**config.mk**
```make
export PLATFORM = sky130hd
export DESIGN_NAME = v_mul_issue
export DESIGN_NICKNAME = d
export VERILOG_FILES = /design/src/rtl/v_mul_issue.sv
export SDC_FILE = /design/constraint.sdc
export NUM_CORES = 1
export LEC_CHECK = 0
export BUFFER_PORTS_ARGS = -buffer_cell sky130_fd_sc_hd__buf_2
export CORE_MARGIN = 2
export CORE_UTILIZATION = 40
export CTS_BUF_LIST = sky130_fd_sc_hd__clkbuf_4
export CTS_CLUSTER_SIZE = 8
export DETAILED_ROUTE_END_ITERATION = 7
export PLACE_DENSITY = 0.6
export SETUP_SLACK_MARGIN = 0.1
export SYNTH_ARGS = -nofsm -noshare
export SYNTH_HDL_FRONTEND = slang
export SYNTH_SLANG_ARGS = --single-unit
```
**constraint.sdc**
```tcl
create_clock -name clk -period 2.5 [get_ports clk]
set_input_delay 0 -clock clk [delete_from_list [all_inputs] [get_ports clk]]
set_output_delay 0 -clock clk [all_outputs]
set_load 0.05 [all_outputs]
```
**src/rtl/v_mul_issue.sv**
```systemverilog
// rtl/v_mul_issue.sv - request/response issue front end for the v_mult vector multiplier
module v_mul_issue #(
    parameter int LAT   = 2,
    parameter int DEPTH = 4,
    parameter int TAG_W = 4
) (
    input  logic             clk,
    input  logic             rst,
    input  logic             req_valid,
    output logic             req_ready,
    input  logic [1:0]       req_opcode,
    input  logic [1:0]       req_precision,
    input  logic [31:0]      req_a,
    input  logic [31:0]      req_b,
    input  logic [TAG_W-1:0] req_tag,
    output logic [31:0]      mul_a_o,
    output logic [31:0]      mul_b_o,
    output logic [1:0]       mul_opcode_o,
    output logic [1:0]       mul_precision_o,
    input  logic [31:0]      mul_out_i,
    output logic             resp_valid,
    input  logic             resp_ready,
    output logic [31:0]      resp_data,
    output logic             resp_err,
    output logic [TAG_W-1:0] resp_tag
);

    localparam int OCC_W = $clog2(DEPTH + 1);
    localparam int AW    = (DEPTH > 1) ? $clog2(DEPTH) : 1;

    logic [OCC_W-1:0] occ;
    logic             accept;
    logic             pop;
    logic             push;

    assign req_ready = (occ < OCC_W'(DEPTH));
    assign accept    = req_valid && req_ready;
    assign pop       = resp_valid && resp_ready;

    // Credits cover pipe plus FIFO, so the non-stalling tracker always finds room.
    always_ff @(posedge clk or negedge rst) begin
        if (!rst) begin
            occ <= '0;
        end else if (accept && !pop) begin
            occ <= occ + 1'b1;
        end else if (!accept && pop) begin
            occ <= occ - 1'b1;
        end
    end

    always_ff @(posedge clk or negedge rst) begin
        if (!rst) begin
            mul_a_o         <= '0;
            mul_b_o         <= '0;
            mul_opcode_o    <= '0;
            mul_precision_o <= '0;
        end else if (accept) begin
            mul_a_o         <= req_a;
            mul_b_o         <= req_b;
            mul_opcode_o    <= req_opcode;
            mul_precision_o <= (req_precision == 2'b11) ? 2'b10 : req_precision;
        end
    end

    logic [LAT-1:0]   trk_v;
    logic [LAT-1:0]   trk_e;
    logic [TAG_W-1:0] trk_t [LAT];

    always_ff @(posedge clk or negedge rst) begin
        if (!rst) begin
            trk_v <= '0;
            trk_e <= '0;
            for (int i = 0; i < LAT; i++) begin
                trk_t[i] <= '0;
            end
        end else begin
            trk_v[0] <= accept;
            trk_e[0] <= (req_precision == 2'b11);
            trk_t[0] <= req_tag;
            for (int i = 1; i < LAT; i++) begin
                trk_v[i] <= trk_v[i-1];
                trk_e[i] <= trk_e[i-1];
                trk_t[i] <= trk_t[i-1];
            end
        end
    end

    assign push = trk_v[LAT-1];

    logic [31:0]      fifo_d [DEPTH];
    logic             fifo_e [DEPTH];
    logic [TAG_W-1:0] fifo_t [DEPTH];
    logic [AW-1:0]    wptr;
    logic [AW-1:0]    rptr;
    logic [OCC_W-1:0] cnt;

    function automatic logic [AW-1:0] ptr_next(input logic [AW-1:0] p);
        return (p == AW'(DEPTH - 1)) ? '0 : p + 1'b1;
    endfunction

    always_ff @(posedge clk) begin
        if (push) begin
            fifo_d[wptr] <= trk_e[LAT-1] ? 32'd0 : mul_out_i;
            fifo_e[wptr] <= trk_e[LAT-1];
            fifo_t[wptr] <= trk_t[LAT-1];
        end
    end

    always_ff @(posedge clk or negedge rst) begin
        if (!rst) begin
            wptr <= '0;
            rptr <= '0;
            cnt  <= '0;
        end else begin
            if (push) begin
                wptr <= ptr_next(wptr);
            end
            if (pop) begin
                rptr <= ptr_next(rptr);
            end
            if (push && !pop) begin
                cnt <= cnt + 1'b1;
            end else if (!push && pop) begin
                cnt <= cnt - 1'b1;
            end
        end
    end

    // Head is masked while empty so the uninitialised storage never reaches the port.
    assign resp_valid = (cnt != '0);
    assign resp_data  = resp_valid ? fifo_d[rptr] : 32'd0;
    assign resp_err   = resp_valid ? fifo_e[rptr] : 1'b0;
    assign resp_tag   = resp_valid ? fifo_t[rptr] : '0;

endmodule

```
== Yosys cells after proc, flatten, opt, wreduce, memory -nomap -nowiden ==
Memory sizes are Yosys's and may differ from the RTL's.
Index checks and enable logic that the tools add are counted.

* Eq/ne operators: 3
* $lt $le $gt $ge: 1
* Reduce and logical (&&, ||, !) cells: 12
* Multiplexer cells: 13
* $add $sub $neg: 6

{| class="wikitable"
|+ Operators with widths
! cell !! number
|-
| $mux W32 || 2
|-
| $mux W3 || 4
|-
| $add A3 B1 Y3 const B || 2
|-
| $eq A2 B2 Y1 const B || 3
|-
| $logic_and A1 B1 Y1 || 6
|-
| $mux W2 || 3
|-
| $sub A3 B1 Y3 const B || 2
|-
| $add A2 B1 Y2 const B || 2
|-
| $mux W4 || 1
|-
| $reduce_bool A2 Y1 || 2
|-
| $logic_not A1 Y1 || 3
|-
| $lt A3 B3 Y1 const B || 1
|-
| $mux W1 || 3
|-
| $reduce_bool A3 Y1 || 1
|}

* RAM bits: 148
* Input bits: 108
* Output and inout bits: 107
* Register bits after elaboration: 90
* Memories kept: 3

{| class="wikitable"
|+ Memory list
! name !! words !! width !! rd ports !! clocked after memory_dff !! wr ports !! RTL line !! RTL
|-
| fifo_d || 4 || 32 || 1 || 0 || 1 || 90 || <nowiki>logic [31:0] fifo_d [DEPTH];</nowiki>
|-
| fifo_t || 4 || 4 || 1 || 0 || 1 || 92 || <nowiki>logic [TAG_W-1:0] fifo_t [DEPTH];</nowiki>
|-
| fifo_e || 4 || 1 || 1 || 0 || 1 || 91 || <nowiki>logic fifo_e [DEPTH];</nowiki>
|}

== Longest topological paths before layout ==
Gate-level depths: netlist of the first run.

* Depth after elaboration: 6
* Mapped depth: 9
* Gate-level depth less buffers: 8

== Worst setup path after synthesis of the first run ==
No wires, ideal clock.

* Path type: reg-to-reg
* Start: register cnt[0]
* End: register occ[2]
* Period minus slack after synthesis: 1984 ps
* Path buffers: 0
* Setup time: 139 ps
* Slack: 516 ps
* Stages on the path, launching flop included: 9
* Data arrival time: 1845 ps
* Required time: 2361 ps
* Path through: dfrtp_1 > or3_1 > nand2_1 > ha_1 > inv_1 > fa_1 > xor2_1 > nor2_1 > xnor2_1

* Longest elaborated chain between the ends: 5

{| class="wikitable"
|+ Ends and longest elaborated chain
! element !! RTL line !! RTL
|-
| from (decl) || 95 || <nowiki>logic [OCC_W-1:0] cnt;</nowiki>
|-
| from (signal assigned) || 122 || <nowiki>cnt <= cnt + 1'b1;</nowiki>
|-
| from (signal assigned) || 124 || <nowiki>cnt <= cnt - 1'b1;</nowiki>
|-
| $reduce_bool A3 Y1 (*) || 130 || <nowiki>assign resp_valid = (cnt != '0);</nowiki>
|-
| $logic_and A1 B1 Y1 (*) || 38 || <nowiki>assign pop = resp_valid && resp_ready;</nowiki>
|-
| $logic_not A1 Y1 || 44 || <nowiki>end else if (accept && !pop) begin</nowiki>
|-
| $logic_and A1 B1 Y1 || 44 ||
|-
| $mux W3 / $reduce_bool A2 Y1 (equally long branches) || - ||
|-
| to (signal assigned) || 45 || <nowiki>occ <= occ + 1'b1;</nowiki>
|-
| to (signal assigned) || 47 || <nowiki>occ <= occ - 1'b1;</nowiki>
|-
| to (decl) || 31 || <nowiki>logic [OCC_W-1:0] occ;</nowiki>
|}

Mark *: on every way between the ends. The rest lies on a longest branch, timed or not.
A chain may end at the register's enable or synchronous reset.

== Worst setup path after layout of the first run ==
* Start: register rptr[0]
* End: output resp_data[17]

* Longest elaborated chain between the ends: 2

{| class="wikitable"
|+ Ends and longest elaborated chain
! element !! RTL line !! RTL
|-
| from (decl) || 94 || <nowiki>logic [AW-1:0] rptr;</nowiki>
|-
| from (signal assigned) || 119 || <nowiki>rptr <= ptr_next(rptr);</nowiki>
|-
| $mem_v2 Z4 W32 || - ||
|-
| $mux W32 || 131 || <nowiki>assign resp_data = resp_valid ? fifo_d[rptr] : 32'd0;</nowiki>
|-
| to (decl) || 23 || <nowiki>output logic [31:0] resp_data,</nowiki>
|}

No other way between the ends.

==> impl_results.md, run 1 <==
* Run status: complete, no violations
* Standard cell core area at 22570 µm²
* Worst vdd rail ir drop at 1.129 mV
* Buffers and inverters on the worst path at 2
* Multi-input gate area at between 2000 and 2500 µm²
* Top cells by area in the synthesized netlist: edfxtp_1 48%, dfrtp_1 25%, mux4_2 9.1%
* Total clock sinks at 238
* Full die area at 24170 µm²
* CTS Buf Count at a little over 60
* Buffer type at the clock tree root: clkbuf_4
* Critical path startpoint category: flip-flop
* CP Cell Sequence: buf_12 > mux4_2 > and2_1 > buf_2
* Overall routing resource usage at 0.1796
* Unrepaired setup endpoints after global routing: true
* Cell area after technology mapping at 9178 µm²
* CTS Buffer Depth at 3
* Clock slew seen by the registers of the worst setup and hold paths at approximately 70 ps
* Area taken by flip-flops and latches at 6701 µm²
* Pins Over Slew Limit at 0
* Count of unique library cells instantiated by Yosys at 20
* FFs w/ async S/R, synth at 0.3782
* Number of enable flip-flop cells after synthesis at 148
* Floorplan die width at 155.5 µm
* Top-count cell post-synth: edfxtp_1
* CP startpoint: rptr[0]$_DFFE_PN0P_
* Mean routed wirelength per cell at 17.61 µm
* Vias at 5703
* Wire length reported by the detailed router at 21020 µm
* Number of placed I/O pins at approximately 220
* Gate family responsible for the most delay along the worst path: multiplexers
* Post-Route Skew at 45.54 ps
* Final Hold Fails at 0
* Detailed Route Iter0 Violations at roughly 190
* Post-synth net total at 594
* Crit Reg-Reg Endpoint: cnt[2]$_DFFE_PN0P_
* Cell leakage power at ~5.2 nW
* Critical path type: reg2out
* Non-filler instance count after layout at 1194
* Top cells by count, synth: 148 x edfxtp_1, 90 x dfrtp_1, 71 x mux2_2
* Count of input and output buffers at between 200 and 250
* Mapped Cells at about 480
* Critical Path Slowest Stage Cell: mux4_2
* Capturing instance or port of the critical path: resp_data[17]
* Count of nets after finishing at 977
* TritonCTS clock tree: yes
* Via count of the first global-routing pass at between 6000 and 7000
* Yosys warns at 0
* Detail-routed via count per cell at ~4.8
* FP Rows at 55
* DR pass1 iterations at 4
* Wire length of the first global-routing pass at between 30000 and 40000 µm
* Starting Density at 0.4066
* CTS H-tree lvls at 2
* Worst max-slew margin expressed relative to the limit at 0.6136
* Post-route clock period utilization at 0.9217
* Data arrival time at the worst-slack endpoint at 2300 ps
* GR Overflow Total at 0
* Worst-case register-to-register setup slack at about 330 ps
* Area after detailed placement at 10680 µm²
* Power per standard cell area at 1344 nW/µm²
* Cell taking the most area after synthesis: edfxtp_1
* Highest fanout seen on the critical path at 19
* Post-synthesis to final-layout area growth at 37.90%
* Per-instance average area after synthesis at 19.24 µm²
* Remaining DRCs at 0
* Kind of capture point of the worst setup path: output pin
* Maximum number of pins on one net before global-route repair at 71
* Antenna violations before repair at 2
* Floorplan die height at between 150 and 200 µm
* Most frequently used flop master after synthesis: edfxtp_1
* Final Cell Area at 12660 µm²
* Maximum frequency from static timing analysis at 434.0 MHz
* Part of the Yosys area used for sequential elements at 0.7297
* Reg2reg path depth at 8
* Number of fill cells at 1815
* Final critical delay including setup and external delays at 2304 ps
* Cell depth of the worst setup path at 4
* Antenna viol nets, final at 0
* HPWL reported at the end of detailed placement at 11900 µm
* CP peak stage delay at 520 ps
* Proportion of layout cells with a drive suffix above 1 at 0.4950
* Clock network latency to the later pin of the worst-skew pair at 690 ps
* Setup-failing EPs final at 0
* Launching point of the worst reg2reg path: cnt[2]$_DFFE_PN0P_
* #FFs+latches synth at 238
* Worst hold path type: in2reg
* Pin slew with the least headroom to its limit at between 500 and 600 ps
* Final-layout setup total negative slack at 0 ps
* Last weighted congestion value of the routability-driven placer at around 0.76
* Total power consumption of the routed design at 17.01 mW
* Required time at the endpoint of the critical path at 2500 ps
* Placed cell count at 965
* Number of max-cap violations at 0
* Top-area cell type share of the netlist area at 0.4843
[cell usage in the layout, fill, tap and decap left out, types with 8 or more instances in the layout]
master         netlist  layout
buf_2               10     213
edfxtp_1           148     148
dlygate4sd3_1        0     113
clkbuf_4             0     101
dfrtp_1             90      88
mux2_2              71      71
and2_1              42      38
mux4_2              37      37
nor2b_1             33      32
buf_4                2       9
buf_12               0       8
[power by group]
part	total, mW	internal, mW	switching, mW
logic	7.93	2.53	5.41
registers	5.76	5.23	0.531
clock network	3.32	1.81	1.51
[metal layers]
metal  vias to the layer above  wire length (µm)  share of wire  GRT usage
li1                       2592                 -              -          -
met1                      2853              8566           0.41     0.2044
met2                       222             10670           0.51     0.3224
met3                        36              1445          0.069    0.05571
met4                         0               342          0.016    0.05810
met5                         -                 0              0          0
[cells by family after synthesis]
kind of cell / synth area share
DFF: 0.7297
muxes: 0.1779
and+or+nand+nor: 0.05549
buffers and inverters: 0.01568
adders and majority gates: 0.01391
xor gates and xnor gates: 0.005727
AOI/OAI and AO/OA: 0.001636
[flip-flops by register name, indices dropped and copies added, names as in the netlist, 3 cells and up]
register / count
fifo_t: 16
occ: 3
fifo_e: 4
trk_t: 8
cnt: 3
mul_b_o: 32
fifo_d: 128
mul_a_o: 32
[worst min path at each step]
stage	startpoint	to	slack [ps]	depth (start not counted)
global placement	rst	trk_t[2]$_DFF_PN0_	-10	1
finish	req_a[21]	mul_a_o[21]$_DFFE_PN0P_	100	3
global route	req_a[31]	mul_a_o[31]$_DFFE_PN0P_	60	3
detailed placement	rst	trk_t[0]$_DFF_PN0_	10	1
CTS	req_b[1]	mul_b_o[1]$_DFFE_PN0P_	20	3
floorplan	rst	cnt[0]$_DFFE_PN0P_	-300	0
[cell type report]
cell class	count	area share
Inverter	6	0.001780
Sequential cell	238	0.5295
Antenna cell	2	0.0003955
Clock buffer	101	0.05991
Tap cell	285	0.02818
Timing Repair Buffer	343	0.1916
Clock inverter	9	0.002966
Multi-Input combinational cell	210	0.1857
[worst min-delay path, stage by stage]
cell,delay (ps)
dlygate4sd3_1,520
buf_2,90
mux2_2,130
[metrics by stage]
stage | setup slack [ps] | hold WS [ps] | util
after floorplan | 516.1 | -295.6 | -
after global placement | 450.9 | -14.00 | 0.4731
after detailed placement | 328.3 | 9.723 | 0.4731
after CTS | 110.1 | 22.58 | 0.5605
after global routing | 73.37 | 58.03 | 0.5607
final | 195.7 | 103.8 | 0.5607
[timing repair]
action | CTS | global route
buffers inserted | 3 | 0
endpoints found under the setup margin | 37 | 10
endpoints found under the hold margin | 299 | 0
hold buffers | 114 | 0
resized for setup | 1 | 0
gates cloned | 0 | 0
Power figures use the tool's default switching activity.
==> run 2: changes to the inputs <==
--- a/config.mk
+++ b/config.mk
@@ -9,7 +9,6 @@
 export CORE_MARGIN = 2
 export CORE_UTILIZATION = 40
 export CTS_BUF_LIST = sky130_fd_sc_hd__clkbuf_4
-export CTS_CLUSTER_SIZE = 8
 export DETAILED_ROUTE_END_ITERATION = 7
 export PLACE_DENSITY = 0.6
 export SETUP_SLACK_MARGIN = 0.1
==> constraint.sdc (replaced) <==
create_clock -name clk -period 2.3 [get_ports clk]
set_input_delay 0 -clock clk [delete_from_list [all_inputs] [get_ports clk]]
set_output_delay 0 -clock clk [all_outputs]
set_load 0.05 [all_outputs]
==> run 2 against run 1 <==
Compared with the run above: count of clock-buffer cells in the layout stayed put; final area increased by 4.9%; non-clock buffer count rose by 12; global-route usage grew 0.075 points; combinational power grew 31%; critical path depth up 1; utilization rose by 2.7 points; critical path type unchanged; largest power group unchanged; cell count grew 1.3%.
==> impl_results.md, run 2 (synthesized netlist as in run 1, its figures left out) <==
* Top library cells by usage in the layout, fill and taps aside: 177 x buf_2, 148 x edfxtp_1, 113 x dlygate4sd3_1, 101 x clkbuf_4, 88 x dfrtp_1 (was 213 x buf_2, 148 x edfxtp_1, 113 x dlygate4sd3_1, 101 x clkbuf_4, 88 x dfrtp_1)
* Worst max-slew margin expressed relative to the limit at 0.6690 (was 0.6136)
* CP Cell Sequence: buf_12 > buf_12 > mux4_2 > and2_4 > buf_6 (was buf_12 > mux4_2 > and2_1 > buf_2)
* Share of total power in sequential cells at 0.306 (was 0.338)
* Setup-failing EPs final at 0 (unchanged)
* Maximum number of pins on one net before global-route repair at 71 (unchanged)
* Post-synthesis to final-layout area growth at 44.59% (was 37.90%)
* Detail-routed via count per cell at 4.758 (was 4.776)
* Full die area at 24170 µm² (unchanged)
* Flip-flop count of the largest register, all copies and words added at 128 (unchanged)
* Area taken by flip-flops and latches at 6704 µm² (was 6701 µm²)
* Starting Density at 0.4066 (unchanged)
* Floorplan die height at 155.5 µm (unchanged)
* Vias at 5752 (was 5703)
* FP Rows at 55 (unchanged)
* HPWL reported at the end of detailed placement at 12280 µm (was 11900 µm)
* CTS H-tree lvls at 2 (unchanged)
* Cell leakage power at 5.429 nW (was 5.160 nW)
* Proportion of layout cells with a drive suffix above 1 at 0.5374 (was 0.4950)
* Cell occurring most often along the worst timing path: buf_12
* Last weighted congestion value of the routability-driven placer at 0.7781 (was 0.7619)
* Standard cell core area at 22570 µm² (unchanged)
* Critical path startpoint category: flip-flop (unchanged)
* Unrepaired setup endpoints after global routing: true (unchanged)
* Int Power at 11.81 mW (was 9.557 mW)
* Final Cell Area at 13270 µm² (was 12660 µm²)
* Pins Over Slew Limit at 0 (unchanged)
* Reported net switching power at 8.443 mW (was 7.453 mW)
* Pin slew with the least headroom to its limit at 496.4 ps (was 579.6 ps)
* Relative contribution of the clock network to total power at 0.180 (was 0.195)
* Tightest hold margin at 98.40 ps (was 103.8 ps)
* Clock network latency to the later pin of the worst-skew pair at 690 ps (about the same)
* Count of input and output buffers at 214 (unchanged)
* Area after detailed placement at 10740 µm² (was 10680 µm²)
* Clock slew seen by the registers of the worst setup and hold paths at 70 ps (about the same)
* Power per standard cell area at 1526 nW/µm² (was 1344 nW/µm²)
* Final critical delay including setup and external delays at 2239 ps
* Highest fanout seen on the critical path at 8 (was 19)
* Gate family responsible for the most delay along the worst path: multiplexers (unchanged)
* Wire length of the first global-routing pass at 33960 µm (was 33700 µm)
* Gate power share at 0.514 (was 0.466)
* Wire length reported by the detailed router at 21380 µm (was 21020 µm)
* Worst vdd rail ir drop at 1.118 mV (was 1.129 mV)
* Number of fill cells at 1724 (was 1815)
* CP peak stage delay at 520 ps (about the same)
* Multi-input gate area at 2437 µm² (was 2350 µm²)
* Antenna viol nets, final at 0 (unchanged)
* Buffer type at the clock tree root: clkbuf_4 (unchanged)
* Top reg by flops: fifo_d (unchanged)
* Worst hold path type: in2reg (unchanged)
* Kind of capture point of the worst setup path: output pin (unchanged)
* Remaining DRCs at 0 (unchanged)
* Mean routed wirelength per cell at 17.68 µm (was 17.61 µm)
* CTS Buffer Depth at 3 (unchanged)
* Switching part of the total at 0.4169 (was 0.4381)
* Post-route clock period utilization at 0.9735
* TritonCTS clock tree: yes (unchanged)
* Data arrival time at the worst-slack endpoint at 2240 ps (was 2300 ps)
* Antenna violations before repair at 1 (was 2)
* Run status: complete, no violations (unchanged)
* Final worst-path setup slack at 60.84 ps (was 195.7 ps)
* Number of max-cap violations at 0 (unchanged)
* DR pass1 iterations at 4 (unchanged)
* Buffers and inverters on the worst path at 3 (was 2)
* Critical path type: reg2out (unchanged)
* Maximum frequency from static timing analysis at 446.6 MHz
* Via count of the first global-routing pass at 6587 (was 6648)
* Final Hold Fails at 0 (unchanged)
* Overall routing resource usage at 0.1803 (was 0.1796)
* CTS Buf Count at 61 (unchanged)
* Floorplan die width at 155.5 µm (unchanged)
* Required time at the endpoint of the critical path at 2300 ps (was 2500 ps)
* GR Overflow Total at 0 (unchanged)
* Post-Route Skew at 40.62 ps (was 45.54 ps)
* Number of placed I/O pins at 215 (unchanged)
* Pre-CTS setup slack at 176.8 ps (was 328.3 ps)
* Total clock sinks at 238 (unchanged)
* Detailed Route Iter0 Violations at 213 (was 192)
* Critical Path Slowest Stage Cell: mux4_2 (unchanged)
* Count of nets after finishing at 989 (was 977)
* Leading cell type in the layout, fill and taps excluded: buf_2 (unchanged)
* Biggest regs: fifo_d x128, mul_a_o x32, mul_b_o x32 (unchanged)
run 2: changes by cell type in the layout (fill, tap and decap cells not counted), sizes merged:
cell      change
buf          +12
clkinv        +5
clkinvlp      +1
diode         -1
inv           -2
run 2: cell type report:
class / instances / area share
flip-flops and latches: 238 / 0.5052
repair buffers: 355 / 0.2208
multi-input cells: 210 / 0.1837
clock buffers: 101 / 0.05714
well taps: 285 / 0.02687
clock inverters: 13 / 0.004431
inverters: 6 / 0.001697
diodes: 1 / 0.0001886
run 2: stage by stage:
step | instances | util | setup TNS, ps | power [mW]
floorplan | 477 | - | 0 | 12.74
finish | 1209 | 0.5879 | 0 | 20.25
detailed placement | 968 | 0.4758 | 0 | 14.90
CTS | 1206 | 0.5860 | -29.55 | 20.32
global route | 1209 | 0.5879 | -215.3 | 21.20
global placement | 968 | 0.4758 | 0 | 14.76
run 2: power groups by stage:
stage	Combinational, mW	Sequential (mW)	Clock [mW]
global placement	8.44	6.32	0
floorplan	4.40	8.34	0
finish	10.4	6.20	3.65
CTS	10.4	6.20	3.76
detailed placement	8.55	6.36	0
global route	10.9	6.32	3.99
run 2: metal layers:
metal	GRT usage	share of wire	vias to the layer above
met4	0.06116	0.020	0
met3	0.05905	0.073	45
li1	-	-	2627
met1	0.2098	0.40	2854
met5	0	0	-
met2	0.3150	0.51	226
run 2: worst paths after layout:
| check | endpoint | slack, ps | depth (start not counted) | from |
|---|---|---|---|---|
| max reg2reg | cnt[2]$_DFFE_PN0P_ | 220 | 8 | cnt[2]$_DFFE_PN0P_ |
| min | mul_b_o[13]$_DFFE_PN0P_ | 100 | 3 | req_b[13] |
| max | resp_data[30] | 60 | 5 | rptr[0]$_DFFE_PN0P_ |
| min reg2reg | trk_v[1]$_DFF_PN0_ | 350 | 0 | trk_v[0]$_DFF_PN0_ |
| min in group asynchronous | trk_t[0]$_DFF_PN0_ | 410 | 4 | rst |
| max in group asynchronous | mul_a_o[31]$_DFFE_PN0P_ | 1540 | 4 | rst |
run 2: worst min-delay path, cell delays in order:
cell           delay, ps
dlygate4sd3_1        520
buf_2                100
mux2_2               130
run 2: repair_timing:
item,CTS,global route
setup endpoints to repair,37,41
setup buffers,9,2
endpoints found under the hold margin,300,0
cloned,1,0
pin swaps,0,0
resized for setup,129,12
hold buffers,114,0
